[src/rtl/lane_row.sv]
// lane_row: one playfield row of MAX_OBJ moving objects (cars or logs),
// clocked once per frame. A LOAD phase spreads the objects along the row
// and a RUN phase moves them and wraps them at the screen edges. The row
// also reports the frog hazard and, in log mode, the carry step.
// Optional feature macro: LANE_ROW_RELOAD_EN adds a Reload input that
// restarts LOAD without a full Reset.
module lane_row #(
  parameter int MAX_OBJ  = 4,
  parameter int OBJ_W    = 80,
  parameter int FROG_W   = 40,
  parameter int SCREEN_W = 640,
  parameter int STEP_PX  = 4,
  parameter int MODE     = 0
) (
  input  logic                   frame_clk,
  input  logic                   Reset,
`ifdef LANE_ROW_RELOAD_EN
  input  logic                   Reload,
`endif
  input  logic [3:0]             Number_Objs,
  input  logic [7:0]             Gap_Size,
  input  logic [4:0]             Speed_Div,
  input  logic                   Direction,
  input  logic [10:0]            Row_Y,
  input  logic [10:0]            Frog_X,
  input  logic [10:0]            Frog_Y,
  output logic [MAX_OBJ*11-1:0]  Obj_X,
  output logic [MAX_OBJ-1:0]     Obj_Active,
  output logic                   Hazard,
  output logic [1:0]             Carry_Dx
);

  // Extended space is [0, SPAN): the object's left edge is offset by OBJ_W
  // so an object can slide in from off-screen on either side.
  localparam logic [11:0] SPAN   = 12'(SCREEN_W + OBJ_W);
  localparam logic [11:0] OBJ_W12  = 12'(OBJ_W);
  localparam logic [11:0] FROG_W12 = 12'(FROG_W);
  localparam logic [11:0] STEP12   = 12'(STEP_PX);
  localparam logic [3:0]  LAST_IDX = 4'(MAX_OBJ - 1);
  localparam logic [3:0]  MAX_NUM  = 4'(MAX_OBJ);

  typedef enum logic {S_LOAD = 1'b0, S_RUN = 1'b1} state_t;

  state_t              r_state;
  state_t              w_state_nxt;
  logic [10:0]         r_pos [MAX_OBJ];
  logic [11:0]         r_acc;
  logic [3:0]          r_idx;
  logic [4:0]          r_tick;

  logic                w_rst;
  logic                w_run;
  logic [11:0]         w_stride;
  logic                w_fold;
  logic                w_last;
  logic                w_move;
  logic [3:0]          w_num_lim;
  logic                w_frog_row;
  logic [11:0]         w_frog_l;
  logic [11:0]         w_frog_r;
  logic [11:0]         w_pos_ext [MAX_OBJ];
  logic [11:0]         w_pos_nxt [MAX_OBJ];
  logic [MAX_OBJ-1:0]  w_active;
  logic [MAX_OBJ-1:0]  w_overlap;
  logic                w_any;
  logic                w_hazard_nxt;
  logic [1:0]          w_carry_nxt;

`ifdef LANE_ROW_RELOAD_EN
  assign w_rst = Reset | Reload;
`else
  assign w_rst = Reset;
`endif

  assign w_run      = (r_state == S_RUN);
  assign w_stride   = 12'(Gap_Size) + OBJ_W12;
  assign w_fold     = (r_acc >= SPAN);
  assign w_last     = (r_idx == LAST_IDX);
  assign w_move     = w_run && (r_tick >= Speed_Div);
  assign w_num_lim  = (Number_Objs > MAX_NUM) ? MAX_NUM : Number_Objs;
  assign w_frog_row = (Frog_Y == Row_Y);
  assign w_frog_l   = 12'(Frog_X) + OBJ_W12;
  assign w_frog_r   = w_frog_l + FROG_W12;

  for (genvar g = 0; g < MAX_OBJ; g++) begin : g_obj_x
    assign Obj_X[g*11 +: 11] = r_pos[g];
  end

  // State register: Reset (or Reload) always restarts the LOAD phase.
  always_ff @(posedge frame_clk) begin
    if (w_rst) begin
      r_state <= S_LOAD;
    end else begin
      r_state <= w_state_nxt;
    end
  end

  // Next state: leave LOAD once the last slot has been stored.
  always_comb begin
    w_state_nxt = r_state;
    case (r_state)
      S_LOAD: begin
        if (!w_fold && w_last) begin
          w_state_nxt = S_RUN;
        end else begin
          w_state_nxt = S_LOAD;
        end
      end
      S_RUN:   w_state_nxt = S_RUN;
      default: w_state_nxt = S_LOAD;
    endcase
  end

  // Output logic: slot activity, overlap with the frog, wrapped step positions.
  always_comb begin
    w_any = 1'b0;
    for (int i = 0; i < MAX_OBJ; i++) begin
      w_pos_ext[i] = {1'b0, r_pos[i]};
      w_active[i]  = w_run && (4'(i) < w_num_lim);
      w_overlap[i] = w_frog_row && w_active[i] &&
                     (w_frog_l < w_pos_ext[i] + OBJ_W12) &&
                     (w_pos_ext[i] < w_frog_r);
      w_any = w_any | w_overlap[i];
      if (Direction) begin
        if (w_pos_ext[i] + STEP12 >= SPAN) begin
          w_pos_nxt[i] = w_pos_ext[i] + STEP12 - SPAN;
        end else begin
          w_pos_nxt[i] = w_pos_ext[i] + STEP12;
        end
      end else begin
        if (w_pos_ext[i] < STEP12) begin
          w_pos_nxt[i] = w_pos_ext[i] + SPAN - STEP12;
        end else begin
          w_pos_nxt[i] = w_pos_ext[i] - STEP12;
        end
      end
    end
    if (MODE == 1) begin
      w_hazard_nxt = w_run && w_frog_row && !w_any;
      w_carry_nxt  = (w_move && w_any) ? {1'b1, Direction} : 2'b00;
    end else begin
      w_hazard_nxt = w_any;
      w_carry_nxt  = 2'b00;
    end
  end

  // Datapath: incremental start-position load, frame-divided movement, registered outputs.
  always_ff @(posedge frame_clk) begin
    if (w_rst) begin
      r_acc      <= 12'd0;
      r_idx      <= 4'd0;
      r_tick     <= 5'd0;
      Obj_Active <= '0;
      Hazard     <= 1'b0;
      Carry_Dx   <= 2'b00;
      for (int i = 0; i < MAX_OBJ; i++) begin
        r_pos[i] <= 11'd0;
      end
    end else begin
      Obj_Active <= w_active;
      Hazard     <= w_hazard_nxt;
      Carry_Dx   <= w_carry_nxt;
      case (r_state)
        S_LOAD: begin
          r_tick <= 5'd0;
          if (w_fold) begin
            // one subtraction per frame keeps the adder chain short
            r_acc <= r_acc - SPAN;
          end else begin
            for (int i = 0; i < MAX_OBJ; i++) begin
              if (4'(i) == r_idx) begin
                r_pos[i] <= 11'(r_acc);
              end
            end
            if (!w_last) begin
              r_idx <= r_idx + 4'd1;
            end
            r_acc <= r_acc + w_stride;
          end
        end
        S_RUN: begin
          if (w_move) begin
            r_tick <= 5'd0;
            // inactive slots move too so they stay evenly spaced
            for (int i = 0; i < MAX_OBJ; i++) begin
              r_pos[i] <= 11'(w_pos_nxt[i]);
            end
          end else begin
            r_tick <= r_tick + 5'd1;
          end
        end
        default: begin
          r_tick <= 5'd0;
        end
      endcase
    end
  end

endmodule
[config.mk]
export PLATFORM = sky130hd
export DESIGN_NAME = lane_row
export DESIGN_NICKNAME = d
export VERILOG_FILES = /design/src/rtl/lane_row.sv
export SDC_FILE = /design/constraint.sdc
export NUM_CORES = 1
export LEC_CHECK = 0
export CAP_MARGIN = 20
export CORE_ASPECT_RATIO = 0.9
export CORE_MARGIN = 2
export CORE_UTILIZATION = 28
export CTS_CLUSTER_SIZE = 28
export DETAILED_ROUTE_END_ITERATION = 6
export GPL_ROUTABILITY_DRIVEN = 0
export SKIP_LAST_GASP = 1
export SYNTH_ARGS = -nofsm -noshare
export SYNTH_HDL_FRONTEND = slang
export SYNTH_SLANG_ARGS = --single-unit
[constraint.sdc]
create_clock -name frame_clk -period 4.4 [get_ports frame_clk]
set_input_delay 0.66 -clock frame_clk [delete_from_list [all_inputs] [get_ports frame_clk]]
set_output_delay 0.66 -clock frame_clk [all_outputs]
set_load 0.01 [all_outputs]
# ---- Yosys cells after proc, flatten, opt, wreduce, memory -nomap -nowiden
# Memories as Yosys holds them, arrays and structs flattened.
# Cells that the tools add are included.
dict set report op_classes {
  add_sub_neg 31
  n_lt_le_gt_ge 23
  n_eq_ne 5
  n_mux 52
  n_bitwise 14
  n_reduce_logical 21
}
# cell n
set op_table {}
lappend op_table {{11-bit two-way mux} 20}
lappend op_table {{11-bit by 3-bit subtractor with 11-bit output, second input constant} 8}
lappend op_table {{11-bit by 7-bit adder with 12-bit output, second input constant} 5}
lappend op_table {{12-bit by 10-bit >= comparator with 1-bit output, second input constant} 5}
lappend op_table {{11-bit by 3-bit adder with 12-bit output, second input constant} 4}
lappend op_table {{11-bit by 12-bit < comparator with 1-bit output} 4}
lappend op_table {{12-bit < comparator} 4}
lappend op_table {{11-bit by 10-bit adder with 11-bit output, second input constant} 4}
lappend op_table {{11-bit by 3-bit < comparator with 1-bit output, second input constant} 4}
lappend op_table {{11-bit by 10-bit subtractor with 11-bit output, second input constant} 4}
lappend op_table {{1-bit two-way mux} 27}
lappend op_table {{1-bit logical AND} 18}
lappend op_table {{12-bit by 6-bit adder with 12-bit output, second input constant} 1}
lappend op_table {{12-bit by 9-bit adder with 12-bit output} 1}
lappend op_table {{12-bit two-way mux} 1}
lappend op_table {{12-bit by 10-bit subtractor with 12-bit output, second input constant} 1}
lappend op_table {{11-bit == test} 1}
lappend op_table {{1-bit OR} 11}
lappend op_table {{5-bit one-hot mux with 2 select lines} 1}
lappend op_table {{8-bit by 7-bit adder with 9-bit output, second input constant} 1}
lappend op_table {{2-bit by 4-bit == test with 1-bit output, first input constant} 2}
lappend op_table {{1-bit by 4-bit < comparator with 1-bit output, first input constant} 2}
lappend op_table {{2-bit by 4-bit < comparator with 1-bit output, first input constant} 2}
lappend op_table {{5-bit by 1-bit adder with 5-bit output, second input constant} 1}
lappend op_table {{12 further kinds} 14}
dict set report word_totals {
  register_bits 27
  ramBits 44
  in_bits 53
  output_inout_bits 51
  elab_cells 153
  memories 1
}
# name depth word_bits rd rd_ports_with_merged_regs write_ports line_no
set mem_list {}
lappend mem_list {r_pos 4 11 4 0 4 46} ;# logic [10:0] r_pos [MAX_OBJ];

# ---- Depth between registers and ports, before layout
dict set report logic_depth {
  ltp_word 10
  ltp_mapped 14
  depth_no_buf 14
}

# ---- Least setup slack after synthesis
# OpenSTA, ideal clock, no wires.
dict set report synth_path {
  path_kind {input port to flip-flop}
  start {in Frog_X[4]}
  end {reg Hazard}
  setup_ns 0.077
  t_arrival_ns 3.272
  required_ns 4.323
  slack_ns 1.052
  cell_stages 14
  path_buffers 0
  path_cell_list {inv_1 ha_1 nor2_1 nor2_1 xnor2_1 ha_1 nand4_1 a21oi_1 o31ai_1 o211ai_1 maj3_2 maj3_2 a211o_1 a41oi_2}
}
dict set report synth_between {
  elab_chain_cells 7
  elab_cells_between_ends 21
  cone_classes {add/sub (2); order compare (8); bitwise (3); reduce/logical (8)}
}
# element line_no
set synth_rtl {}
lappend synth_rtl {{start: declaration} 25} ;# input logic [10:0] Frog_X,
lappend synth_rtl {{11-bit by 7-bit adder with 12-bit output (*)} 82} ;# assign w_frog_l = 12'(Frog_X) + OBJ_W12;
lappend synth_rtl {{12-bit by 6-bit adder with 12-bit output or 12-bit < comparator (tied branches)} {83, 121}}
lappend synth_rtl {{11-bit by 12-bit < comparator with 1-bit output or 1-bit logical AND (tied branches)} {122, 120}}
lappend synth_rtl {{1-bit logical AND} 121} ;# (w_frog_l < w_pos_ext[i] + OBJ_W12) &&
lappend synth_rtl {{1-bit OR (2 in a row)} 123} ;# w_any = w_any | w_overlap[i];
lappend synth_rtl {{1-bit OR (*)} 123}
lappend synth_rtl {{end signal: assignment} 161} ;# Hazard <= w_hazard_nxt;
lappend synth_rtl {{end: declaration} 29} ;# output logic Hazard,
# Every way passes the cells marked *; elsewhere a longest branch is shown, timed or not.
# A chain may end at the register's enable or synchronous reset.

# ---- Final worst setup path
# Same ends and word-level chain as after synthesis.

==> results.md <==
* Status: finished, final reports clean
* Initial Utilization at 0.285
* Initial antenna violation count at 0
* CTS tree: done
* Proportion of synthesized chip area in sequential cells at 0.211
* Post-CTS sizing at 0
* Global-route wire length before repair at between 40000 and 50000 um
* Final setup margin at 0.372 ns
* Drt pass-1 iters at 7
* Reg-to-reg slack, setup at 1.11 ns
* Area leader, netlist: ha_1
* Ranking of synthesized cells by area: ha_1 20%, edfxtp_1 15%, xnor2_1 7.0%, dfxtp_1 6.1%, xor2_1 4.3%
* Design Area, Final at 10600 um2
* Achievable frequency at 0.248 GHz
* Post-synth ARST share at 0
* GR Util met2 at 0.258
* Worst Path Required at 4.67 ns
* Number of synthesized flops with an enable pin at 44
* Netlist cell types at 84
* Area Overhead vs Synth at 19.8%
* Post-Synthesis Cell Area at 8820 um2
* Largest net degree at the start of global routing at 25
* Yosys reg bits at 71
* GR Util met3 at 0.0380
* Min-Delay Path Class: reg2reg
* Via density per instance at 5.30
* Worst Max-Slew Pin Slew at 0.742 ns
* Remaining Overflow, GRT at 0
* CORE AREA at 30900 um2
* Cells after Synth at 1056
* Met1 Use GR at 0.229
* Nets at 1334
* Vias in the first global route at around 7.7k
* Setup Skew at slightly above 0.01 ns
* Final ANT Viol Nets at 0
* DRT Wirelength at ~27000 um
* Worst IR Drop VDD at approximately 180 uV
* Slew HR at 0.505
* Pwr Density at ~470 nW/um2
* Rows at between 60 and 70
* Critical Path Start Type: input port
* Final Core Density at 0.342
* Yosys top cell area share at 0.197
* Iteration-0 DRC Markers at 849
* Pwr Total at about 5 mW
* Clk Latency, worst-skew pair at ~0.35 ns
* Hold buffers post-CTS at 0
* Ys Warns at 0
* Setup TNS at 0 ns
* Post-synth top cells: 139 x ha_1, 84 x nor2_1, 72 x inv_1
* CTS clk-pin slew, worst paths at 0.07 ns
* Layout cells sized above 1 at 0.0567
* CTS H-tree depth at 3
* Syn Area/Cell at roughly 8.3 um2
* Final setup fails at 0
* Arrival time worst endpoint at 4.30 ns
* Post-DP HPWL at 21800 um
* RSZ-0062 raised after global routing: no
* Max_cap viols at 0
* Crit Path Max Fanout at 6
* Post-Place Setup Slack at 0.113 ns
* I/O Buffers at approximately 100
* I/O pins at 104
* Min Tclk post-route at between 4 and 5 ns
* Total number of vias at 8247
* DRC at 0
* CTS root buf: clkbuf_16
* Fin. Hold Viols at 0
* Die height at 172 um
* TritonCTS Sinks at 71
* Layer with the highest usage: met2
* Final period util at 0.915
* Placed Instance Area at 10300 um2
* Die Area at 32900 um2
* Leakage at 4.25 nW
* Final count of pins violating max slew at 0
* Type of the worst setup path: in2reg
* Post CTS Setup Buffer Count at 0
* CTS Buf Count at 9
* FILL cells at 3180
* Max Root-Sink Buffers at 2
* Ys flop type: edfxtp_1
* Die width at between 150 and 200 um
* ANT cells at 0
* Routed len/inst at approximately 18 um
* Total track usage at 0.166
* Top-count cell post-synth: ha_1
* Critical Path Sink Type: register
==> cells by family after synthesis <==
logic type,Yosys count,synth area share
and+or+nand+nor,306,0.183
DFF,71,0.211
buffers and inverters,120,0.0538
xor gates and xnor gates,116,0.118
muxes,13,0.0149
adders and majority gates,145,0.206
other,1,0.000425
AOI/OAI and AO/OA,284,0.214
==> worst paths after layout <==
kind | to | cells past startpoint | from
worst min register to register | r_tick[0]$_SDFF_PP0_ | 1 | r_tick[0]$_SDFF_PP0_
worst max register to register | Hazard$_SDFF_PP0_ | 11 | r_pos[0][5]$_DFFE_PN_
worst max-delay path | Hazard$_SDFF_PP0_ | 15 | Frog_X[4]
worst min-delay path | r_tick[0]$_SDFF_PP0_ | 1 | r_tick[0]$_SDFF_PP0_
==> per-layer routing <==
layer / vias up / share of wire
met3: 33 / 0.077
met5: - / 0
met1: 3896 / 0.47
met4: 0 / 0.021
met2: 301 / 0.43
li1: 4017 / -
==> cells in the final DEF, fill, tap and decap left out, types with 9 or more instances in the layout <==
cell	synthesis	layout
ha_1	139	139
clkdlybuf4s50_1	0	101
nor2_1	84	84
inv_1	72	72
xnor2_1	70	70
a21oi_1	60	60
nand2_1	59	59
o21ai_0	45	45
edfxtp_1	44	44
xor2_1	43	43
o21ai_1	30	30
dfxtp_1	27	27
nand3_1	25	25
a211oi_1	22	22
nor3_1	20	20
nand4_1	20	20
buf_4	3	18
nand2b_1	16	16
a21o_1	16	16
a31oi_1	14	14
o211ai_1	12	12
mux2i_1	12	12
and2_1	11	11
nor2b_1	10	10
or3_1	10	10
and3_1	10	10
a22oi_1	10	10
o31ai_1	9	9
clkbuf_16	0	9
==> state kept, by name (all words and copies together), names as in the netlist <==
signal / count
r_pos: 44
r_idx: 4
Hazard: 1
r_acc: 12
Obj_Active: 4
r_tick: 5
r_state: 1
==> where the power goes <==
part | internal, mW | switching [mW] | leakage (nW)
registers | 0.926 | 0.453 | 0.680
clock network | 0.388 | 0.317 | 0.139
logic | 1.30 | 1.62 | 3.43
==> critical path, stage by stage <==
cell and delay, ns:
clkdlybuf4s50_1 0.54, inv_1 0.16, ha_1 0.33, buf_4 0.15, a21oi_1 0.07, xnor2_1 0.53
ha_1 0.39, a21oi_1 0.17, nand2_1 0.07, a21oi_1 0.13, o31ai_1 0.08, maj3_2 0.30
maj3_2 0.30, a211o_1 0.31, a41oi_2 0.12
==> cell type report <==
cell class / count / area [um2] / area share
well taps: 409 / 512 / 0.0485
inverters: 74 / 278 / 0.0263
multi-input cells: 866 / 6480 / 0.614
flip-flops and latches: 71 / 1860 / 0.176
clock buffers: 9 / 225 / 0.0213
repair buffers: 119 / 1150 / 0.109
clock inverters: 7 / 53.8 / 0.00509
==> stage by stage <==
step           hold WS (ns)  std cells
2_1_floorplan         0.430       1057
5_1_grt               0.510       1555
6_report              0.464       1555
4_1_cts               0.477       1555
3_5_place_dp          0.461       1539
3_3_place_gp          0.450       1539
No activity file was read; power rests on OpenSTA's default activity.
